--- config.mk ---
export PLATFORM = sky130hd
export DESIGN_NAME = traffic_light
export DESIGN_NICKNAME = d
export VERILOG_FILES = /design/src/rtl/traffic_light.sv
export SDC_FILE = /design/constraint.sdc
export NUM_CORES = 1
export LEC_CHECK = 0
export CAP_MARGIN = 5
export CORE_AREA = 2 2 39 41
export CTS_BUF_LIST = sky130_fd_sc_hd__clkbuf_2
export DETAILED_ROUTE_END_ITERATION = 16
export DIE_AREA = 0 0 41 43
export GPL_TIMING_DRIVEN = 0
export PLACE_DENSITY = 0.65
export SYNTH_ARGS = -nofsm -noshare
export SYNTH_HDL_FRONTEND = slang
export SYNTH_SLANG_ARGS = --single-unit
export TNS_END_PERCENT = 50
--- constraint.sdc ---
create_clock -name clk -period 2 [get_ports clk]
set_input_delay 0.4 -clock clk [delete_from_list [all_inputs] [get_ports clk]]
set_output_delay 0.4 -clock clk [all_outputs]
set_load 0.1 [all_outputs]
--- src/rtl/traffic_light.sv ---
// Single-road traffic light with latched pedestrian request.
// RED -> GREEN -> YELLOW -> RED. A request ends green early and stretches the next red.
module traffic_light #(
  parameter int unsigned GREEN_CYCLES   = 20,
  parameter int unsigned MIN_GREEN      = 5,
  parameter int unsigned YELLOW_CYCLES  = 5,
  parameter int unsigned RED_CYCLES     = 15,
  parameter int unsigned PED_RED_CYCLES = 30
) (
  input  logic       clk,
  input  logic       rst,
  input  logic       pdst,
  output logic [2:0] light
);

  localparam int unsigned MAX_GY  = (GREEN_CYCLES > YELLOW_CYCLES) ? GREEN_CYCLES : YELLOW_CYCLES;
  localparam int unsigned MAX_RED = (PED_RED_CYCLES > RED_CYCLES) ? PED_RED_CYCLES : RED_CYCLES;
  localparam int unsigned MAX_DUR = (MAX_GY > MAX_RED) ? MAX_GY : MAX_RED;
  localparam int unsigned CW      = $clog2(MAX_DUR) + 1;

  // Counter holds (cycles elapsed - 1); a phase ends on the edge where it equals duration-1.
  localparam logic [CW-1:0] RED_LAST     = CW'(RED_CYCLES - 1);
  localparam logic [CW-1:0] PED_RED_LAST = CW'(PED_RED_CYCLES - 1);
  localparam logic [CW-1:0] GREEN_LAST   = CW'(GREEN_CYCLES - 1);
  localparam logic [CW-1:0] MIN_LAST     = CW'(MIN_GREEN - 1);
  localparam logic [CW-1:0] YELLOW_LAST  = CW'(YELLOW_CYCLES - 1);

  localparam logic [2:0] L_RED    = 3'b100;
  localparam logic [2:0] L_YELLOW = 3'b010;
  localparam logic [2:0] L_GREEN  = 3'b001;

  typedef enum logic [1:0] {
    S_RED    = 2'd0,
    S_GREEN  = 2'd1,
    S_YELLOW = 2'd2
  } state_t;

  state_t        state;
  logic [CW-1:0] cnt;
  logic          ped_latch;
  logic          ped_serve;
  logic [CW-1:0] red_last_c;

  always_comb begin
    red_last_c = ped_serve ? PED_RED_LAST : RED_LAST;
  end

  // Phase sequencing, request latch and registered lamp decode.
  always_ff @(posedge clk or negedge rst) begin
    if (!rst) begin
      state     <= S_RED;
      cnt       <= '0;
      ped_latch <= 1'b0;
      ped_serve <= 1'b0;
      light     <= L_RED;
    end else begin
      case (state)
        S_RED: begin
          // Requests during a crossing red are dropped.
          if (pdst && !ped_serve) ped_latch <= 1'b1;
          if (cnt == red_last_c) begin
            state     <= S_GREEN;
            light     <= L_GREEN;
            cnt       <= '0;
            ped_serve <= 1'b0;
          end else begin
            cnt <= cnt + CW'(1);
          end
        end
        S_GREEN: begin
          if (pdst) ped_latch <= 1'b1;
          if ((cnt == GREEN_LAST) || (ped_latch && (cnt >= MIN_LAST))) begin
            state <= S_YELLOW;
            light <= L_YELLOW;
            cnt   <= '0;
          end else begin
            cnt <= cnt + CW'(1);
          end
        end
        S_YELLOW: begin
          if (cnt == YELLOW_LAST) begin
            // A request arriving on this edge joins the crossing being granted.
            state     <= S_RED;
            light     <= L_RED;
            cnt       <= '0;
            ped_serve <= ped_latch | pdst;
            ped_latch <= 1'b0;
          end else begin
            cnt <= cnt + CW'(1);
            if (pdst) ped_latch <= 1'b1;
          end
        end
        default: begin
          state     <= S_RED;
          light     <= L_RED;
          cnt       <= '0;
          ped_latch <= 1'b0;
          ped_serve <= 1'b0;
        end
      endcase
    end
  end

endmodule

* Word-level counts from Yosys, hierarchy flattened
Cells that the tools add are included.
Storage, ports and cells: register bits after elaboration 13, latch bits 0, RAM bits 0, bits in read-only memories 0, output and inout bits 3, word-level logic and storage cells 45, memories 0
Operators by class: add/sub/neg operators 1, multipliers 0, div/mod/pow operators 0, $lt $le $gt $ge 1, equality and inequality tests 9, shift operators 0, multiplexer cells 20, bitwise operators 2, reduce and logical (&&, ||, !) cells 7
Operator list (count):
- 6-bit two-way mux | 3
- 6-bit case mux with 3 select lines | 1
- 3-bit two-way mux | 3
- 3-bit case mux with 3 select lines | 1
- 2-bit inequality test, second input constant | 4
- 6-bit by 1-bit adder with 6-bit output, second input constant | 1
- 6-bit by 3-bit equality test with 1-bit output, second input constant | 1
- 6-bit by 5-bit equality test with 1-bit output | 1
- 6-bit by 5-bit equality test with 1-bit output, second input constant | 1
- 6-bit by 3-bit >= comparator with 1-bit output, second input constant | 1
- 2-bit two-way mux | 3
- 1-bit case mux with 3 select lines | 2
- 2-bit case mux with 3 select lines | 1
- 3-bit AND reduction | 2
- 1-bit two-way mux | 5
- 5-bit two-way mux | 1
- 2-bit by 1-bit equality test with 1-bit output, second input constant | 1
- 2-bit equality test, second input constant | 1
- 1-bit logical AND | 2
- 2-bit zero test | 1
- 1-bit zero test | 1
- 1-bit logical OR | 1
- 1-bit NOT | 1
- 1-bit bitwise OR | 1

* Longest topological paths before layout
Gate-level depths: netlist of the first run.
word-level depth 5, depth in mapped cells 6, mapped depth without buffers 6

* Worst setup path before layout of the first run
OpenSTA, ideal clock, no wires.
path kind flip-flop to flip-flop, start reg, netlist name light[0], end reg cnt[2], library setup time 0.129 ns, arrival 1.637 ns, path slack 0.234 ns, stages on the path, launching flop included 4, buffers on the path 0, cell sequence dfrtp_1 o211ai_2 a32oi_4 nor2_1
RTL lines:
- end signal: assignment | RTL line 67 | cnt <= cnt + CW'(1);
- end signal: assignment | RTL line 77 | cnt <= cnt + CW'(1);
- end signal: assignment | RTL line 89 | cnt <= cnt + CW'(1);
- end: declaration | RTL line 39 | logic [CW-1:0] cnt;

* Final worst setup path of the first run
start reg cnt[0], end reg cnt[3]
Between the ends: word-level cells in the longest chain between the ends 5, elaborated cells between the ends (all ways) 11, those cells by class add/sub: 1; order compare: 1; eq/ne: 3; mux: 4; reduce/logical: 2
RTL lines:
- 6-bit by 3-bit >= comparator with 1-bit output | RTL line 72 | if ((cnt == GREEN_LAST) || (ped_latch && (cnt >= MIN_LAST))) begin
- 1-bit logical AND | RTL line 72
- 1-bit logical OR | RTL line 72
- 6-bit two-way mux | RTL line 72
- 6-bit case mux with 3 select lines (*) | RTL line 57 | case (state)
Mark *: on every way between the ends. The rest lies on a longest branch, timed or not. A chain may end at the register's enable or synchronous reset.

==> results of run 1 <==
==> layer usage <==
metal	GRT usage, %	wire, um	part of all wire (%)	up-vias
met2	20.94	510	46	5
met5	0	0	0	-
li1	-	-	-	216
met4	12.00	14	1.3	0
met3	4.712	32	2.9	2
met1	23.92	542	49	208
==> final cells by class <==
| type | instances | area, sq um |
|---|---|---|
| sequential | 11 | 276.5 |
| clock inverter | 1 | 5.005 |
| fill | 144 | 704.4 |
| timing repair buffer | 5 | 41.29 |
| tap | 16 | 20.02 |
| multi-input combinational | 40 | 306.5 |
| inverter | 4 | 15.01 |
| clock buffer | 3 | 15.01 |
==> logic make-up after synthesis <==
family / Yosys count / share of synthesized area, %
AND/OR/NAND/NOR: 23 / 23.43
AO/OA/AOI/OAI: 11 / 17.78
flip-flops: 11 / 46.24
XOR/XNOR: 4 / 5.859
buffers and inverters: 4 / 2.510
adder cells (fa/ha/maj): 2 / 4.183
==> metrics by stage <==
step | hold slack [ps] | cells | util, % | instance area (sq um) | power, mW
6_report | 442.2 | 80 | 49.10 | 679.4 | 1.165
5_1_grt | 477.8 | 80 | 49.10 | 679.4 | 1.263
4_1_cts | 449.7 | 80 | 49.82 | 689.4 | 1.186
3_5_place_dp | 551.2 | 76 | 48.28 | 668.1 | 1.063
3_3_place_gp | 532.5 | 76 | 48.28 | 668.1 | 1.048
2_1_floorplan | 104.4 | 55 | - | 598.1 | 0.9234
==> critical path, stage by stage, from the launching register on <==
cell      delay (ps)
dfrtp_1          460
ha_1             250
nor4b_1          350
o211ai_2         180
a32oi_4          340
nor2_1            90
==> cell usage in the layout (no fill, tap or decap), types with 2 or more instances in the layout <==
cell type / Yosys / layout
a21oi_1: 2 / 2
and3_2: 2 / 2
clkbuf_2: 0 / 5
clkdlybuf4s50_1: 0 / 2
dfrtp_1: 10 / 10
ha_1: 2 / 2
inv_1: 4 / 4
nand2_1: 4 / 4
nand3_1: 2 / 2
nor2_1: 8 / 8
nor4b_1: 2 / 2
o211ai_1: 2 / 2
o21ai_0: 2 / 2
xnor2_1: 2 / 2
xor2_1: 2 / 2
==> worst paths after layout <==
| path | start | end | slack [ps] | cells past startpoint |
|---|---|---|---|---|
| max reg2reg | cnt[0] | cnt[3] | 220 | 5 |
| min in group clk | cnt[0] | cnt[0] | 560 | 1 |
| min | rst | cnt[5] | 440 | 1 |
| min reg2reg | cnt[0] | cnt[0] | 560 | 1 |
| max | cnt[0] | cnt[3] | 220 | 5 |
| max in group asynchronous | rst | light[2] | 1210 | 1 |
==> power breakdown <==
| group | total [mW] | internal [mW] | switching [mW] | leakage [nW] |
|---|---|---|---|---|
| clock | 0.127 | 0.0452 | 0.0820 | 0.0164 |
| sequential | 0.456 | 0.327 | 0.129 | 0.134 |
| combinational | 0.582 | 0.209 | 0.373 | 0.138 |
==> flip-flops by register name, indices dropped and copies added, names as in the netlist <==
register and count:
cnt 6, light 3, ped_latch 1, ped_serve 1
==> timing repair <==
action	4_1_cts	5_1_grt
pin swaps	0	0
gates resized for setup	7	2
setup buffers	0	0
setup endpoints to repair	3	2
==> impl_metrics.json, run 1 <==
{
  "synth_top_area_share_pct": 41.84,
  "gr-total-overflow": 0,
  "htree_levels": 1,
  "synth_ff_type": "dfrtp_1",
  "grt_pass1_wl_mm": 1.911,
  "die_area_sq_mm": 0.001763,
  "fin_crit_sh_pct": 88.77,
  "start_util_pct": 43.22,
  "rsz0062_at_grt": "no",
  "worstSetupStartpointType": "register",
  "via_count": 431,
  "synthTopCellsByCount": "dfrtp_1, nor2_1, inv_1, nand2_1",
  "finalSetupViolCount": 0,
  "synth-edff-count": 0,
  "fin_nets": 70,
  "hpwlAfterDp_um": 822.4,
  "pin_count": 6,
  "max-vdd-ir-drop_mv": 0.7610,
  "synth_top_area_cell": "dfrtp_1",
  "path_class": "reg2reg",
  "place.gp.congestion": 0.6999,
  "tns_ps": 0,
  "dp_slack_ps": -39.65,
  "antennaDiodeCount": 0,
  "grt_pass1_vias": 429,
  "relSlewSlack_pct": 64.16,
  "synth_seq_cells": 11,
  "cts_buffers": 3,
  "synth_fp_nets": 60,
  "critical_path.max_fanout": 6,
  "final_hold_viol_count": 0,
  "maxCapViolations": 0,
  "dieWidth_um": 41,
  "grt_max_degree": 12,
  "layout-drive-gt1-share_pct": 28.13,
  "power_density_mw_per_mm2": 1715,
  "port_buffers": 5,
  "yosysWarnings": 0,
  "yosys.cell_count.top_type": "dfrtp_1",
  "crit_path_end_kind": "register",
  "crit_arrival_ps": 1930,
  "synthCells": 55,
  "cts.path.max_buffers": 2,
  "status": "finished clean",
  "wirelength_mm": 1.100,
  "die_h_um": 43,
  "core-area_sq_mm": 0.001384,
  "async_reset_ff_share_pct": 100.0,
  "synth.avg_cell_area_sq_um": 10.87,
  "clockRootBuffer": "clkbuf_2",
  "first_pass_iters": 1,
  "netlist_top_cells_area": "dfrtp_1, nor2_1, a32oi_4",
  "synthesis.area_sq_um": 598.1,
  "crit_required_ps": 2160,
  "min_path_type": "in2async",
  "yosysSeqAreaShare_pct": 46.23,
  "p_leak_nw": 0.2886,
  "fmax_mhz": 563.2,
  "viasPerCell": 5.388,
  "synth_cell_type_count": 24,
  "drv_slew": 0,
  "clk_pin_slew_ps": 120,
  "skew_ps": 5.948,
  "area_delta_synth_final_pct": 13.60,
  "clk_latency_ps": 270,
  "routedWlPerCell_um": 13.75,
  "track_usage_pct": 16.84,
  "cts_sinks": 11,
  "drt_iter0_markers": 0,
  "worstMarginPinSlew_ps": 539.9,
  "drc": 0,
  "ant_nets": 0,
  "fin_ws_ps": 224.5,
  "holdBufCountCts": 0,
  "cts_tree": "done",
  "min_period_ps": 1775,
  "row_count": 14,
  "grt_antenna_before_repair": 0
}
(Power assumes the default switching activity.)
==> inputs of run 2 (changes only) <==
ABC_CLOCK_PERIOD_IN_PS = 2000   (was not set)
GPL_TIMING_DRIVEN = not set   (was 0)
==> run 2 against run 1 <==
Effect of this change: power grew 3.0%; cell count unchanged; combinational power up 5.2%; largest power group unchanged; first-iteration DRC count rose by 9; flip-flop and latch count unchanged; clock power about the same; sequential power increased by 1%; cell area increased by 2.0%; largest cell class unchanged; worst hold slack better by 18 ps; clock skew rose by 6.1 ps.
==> impl_metrics.json, run 2 (same netlist as run 1, synthesis figures left out) <==
{
  "status": "finished clean",
  "port_buffers": 5,
  "min_path_type": "in2async",
  "whs_ps": 460.5,
  "dp.cells": 76,
  "worstMarginPinSlew_ps": 494.5,
  "place.gp.congestion": 0.7927,
  "start_util_pct": 43.22,
  "clk_pin_slew_ps": 110,
  "drt_iter0_markers": 9,
  "crit_path_end_kind": "register",
  "relSlewSlack_pct": 66.93,
  "worstPathCellList": "inv_1 -> ha_1 -> nor4b_1 -> a21oi_1 -> a32oi_4 -> nor2_1",
  "grt_antenna_before_repair": 0,
  "regMostFlops": "cnt",
  "pin_count": 6,
  "holdBufCountCts": 0,
  "p_leak_nw": 0.2950,
  "drv_slew": 0,
  "routedWlPerCell_um": 13.46,
  "clockRootBuffer": "clkbuf_2",
  "cts_buffers": 3,
  "critical_path.max_fanout": 6,
  "rsz0062_at_grt": "no",
  "layout_common_cells": "dfrtp_1, nor2_1, inv_1, nand2_1, clkbuf_2",
  "slowest_delay_ps": 460,
  "skew_ps": 12.08,
  "die_area_sq_mm": 0.001763,
  "antennaDiodeCount": 0,
  "critical_path_buf_inv_count": 1,
  "htree_levels": 1,
  "drc": 0,
  "viasPerCell": 5.538,
  "grt_max_degree": 12,
  "fin_crit_sh_pct": 90.59,
  "cp_slowest_cell": "dfrtp_1",
  "r2r_setup_slack_ps": 190,
  "stdcell_count": 80,
  "first_pass_iters": 4,
  "crit_family": "compound AO/OA/AOI/OAI gates",
  "gr-total-overflow": 0,
  "cts_tree": "done",
  "final_common_cell": "dfrtp_1",
  "ant_nets": 0,
  "top_regs": "cnt: 6 flops, light: 3 flops",
  "crit_required_ps": 2130,
  "cts_sinks": 11,
  "final_hold_viol_count": 0,
  "area_delta_synth_final_pct": 15.90,
  "grt_pass1_wl_mm": 1.890,
  "rr_worst_depth": 6,
  "fin_nets": 70,
  "wirelength_mm": 1.077,
  "maxCapViolations": 0,
  "layout-drive-gt1-share_pct": 28.13,
  "cts.path.max_buffers": 2,
  "tns_ps": 0,
  "clk_latency_ps": 260,
  "via_count": 443,
  "worstSetupStartpointType": "register",
  "finalSetupViolCount": 0,
  "path_class": "reg2reg",
  "cts_setup_buffers": 0,
  "crit_arrival_ps": 1940,
  "max-vdd-ir-drop_mv": 0.7344,
  "grt_pass1_vias": 404,
  "fmax_mhz": 552.0,
  "row_count": 14,
  "die_h_um": 43,
  "post_cts_resized": 0,
  "dieWidth_um": 41,
  "hpwlAfterDp_um": 806,
  "track_usage_pct": 16.65,
  "min_period_ps": 1812,
  "largest_register_ffs": 6,
  "reg2reg_from": "cnt[0]",
  "core-area_sq_mm": 0.001384,
  "power_density_mw_per_mm2": 1731,
  "crit-reg2reg-capture": "cnt[2]"
}
-- run 2: layout make-up --
type	count	area [sq um]
clock buffers	4	20.02
well taps	16	20.02
repair buffers	5	55.05
inverters	4	15.01
flip-flops and latches	11	276.5
fillers	126	690.7
multi-input cells	40	306.5
-- run 2: power breakdown --
part | internal, mW | switching, mW
sequential | 0.328 | 0.134
clock | 0.0531 | 0.0724
combinational | 0.241 | 0.371
-- run 2: how the worst max path moves through the flow --
| stage | start | end | slack, ps | cells after the start |
|---|---|---|---|---|
| floorplan | light[0] | cnt[2] | 230 | 3 |
| global placement | cnt[0] | cnt[2] | 230 | 6 |
| detailed placement | cnt[0] | cnt[2] | 260 | 6 |
| CTS | cnt[0] | cnt[2] | 210 | 6 |
| global route | cnt[0] | cnt[2] | 100 | 6 |
| finish | cnt[0] | cnt[2] | 190 | 6 |
-- run 2: through the flow --
step                      instance area, sq um  power, mW  worst slack (ps)  util (%)
final                                    693.2      1.200             188.2     50.09
after global routing                     693.2      1.298             96.84     50.09
after CTS                                693.2      1.216             212.5     50.09
after detailed placement                 673.1      1.080             264.9     48.64
after global placement                   673.1      1.087             230.2     48.64
after floorplan                          598.1     0.9234             233.9         -
-- run 2: routing by layer --
layer  vias to the layer above  part of all wire [%]  global-route usage [%]
met4                         0                  0.74                   10.00
met5                         -                     0                       0
li1                        216                     -                       -
met3                         2                   4.8                   4.712
met1                       216                    49                   25.51
met2                         9                    45                   20.00
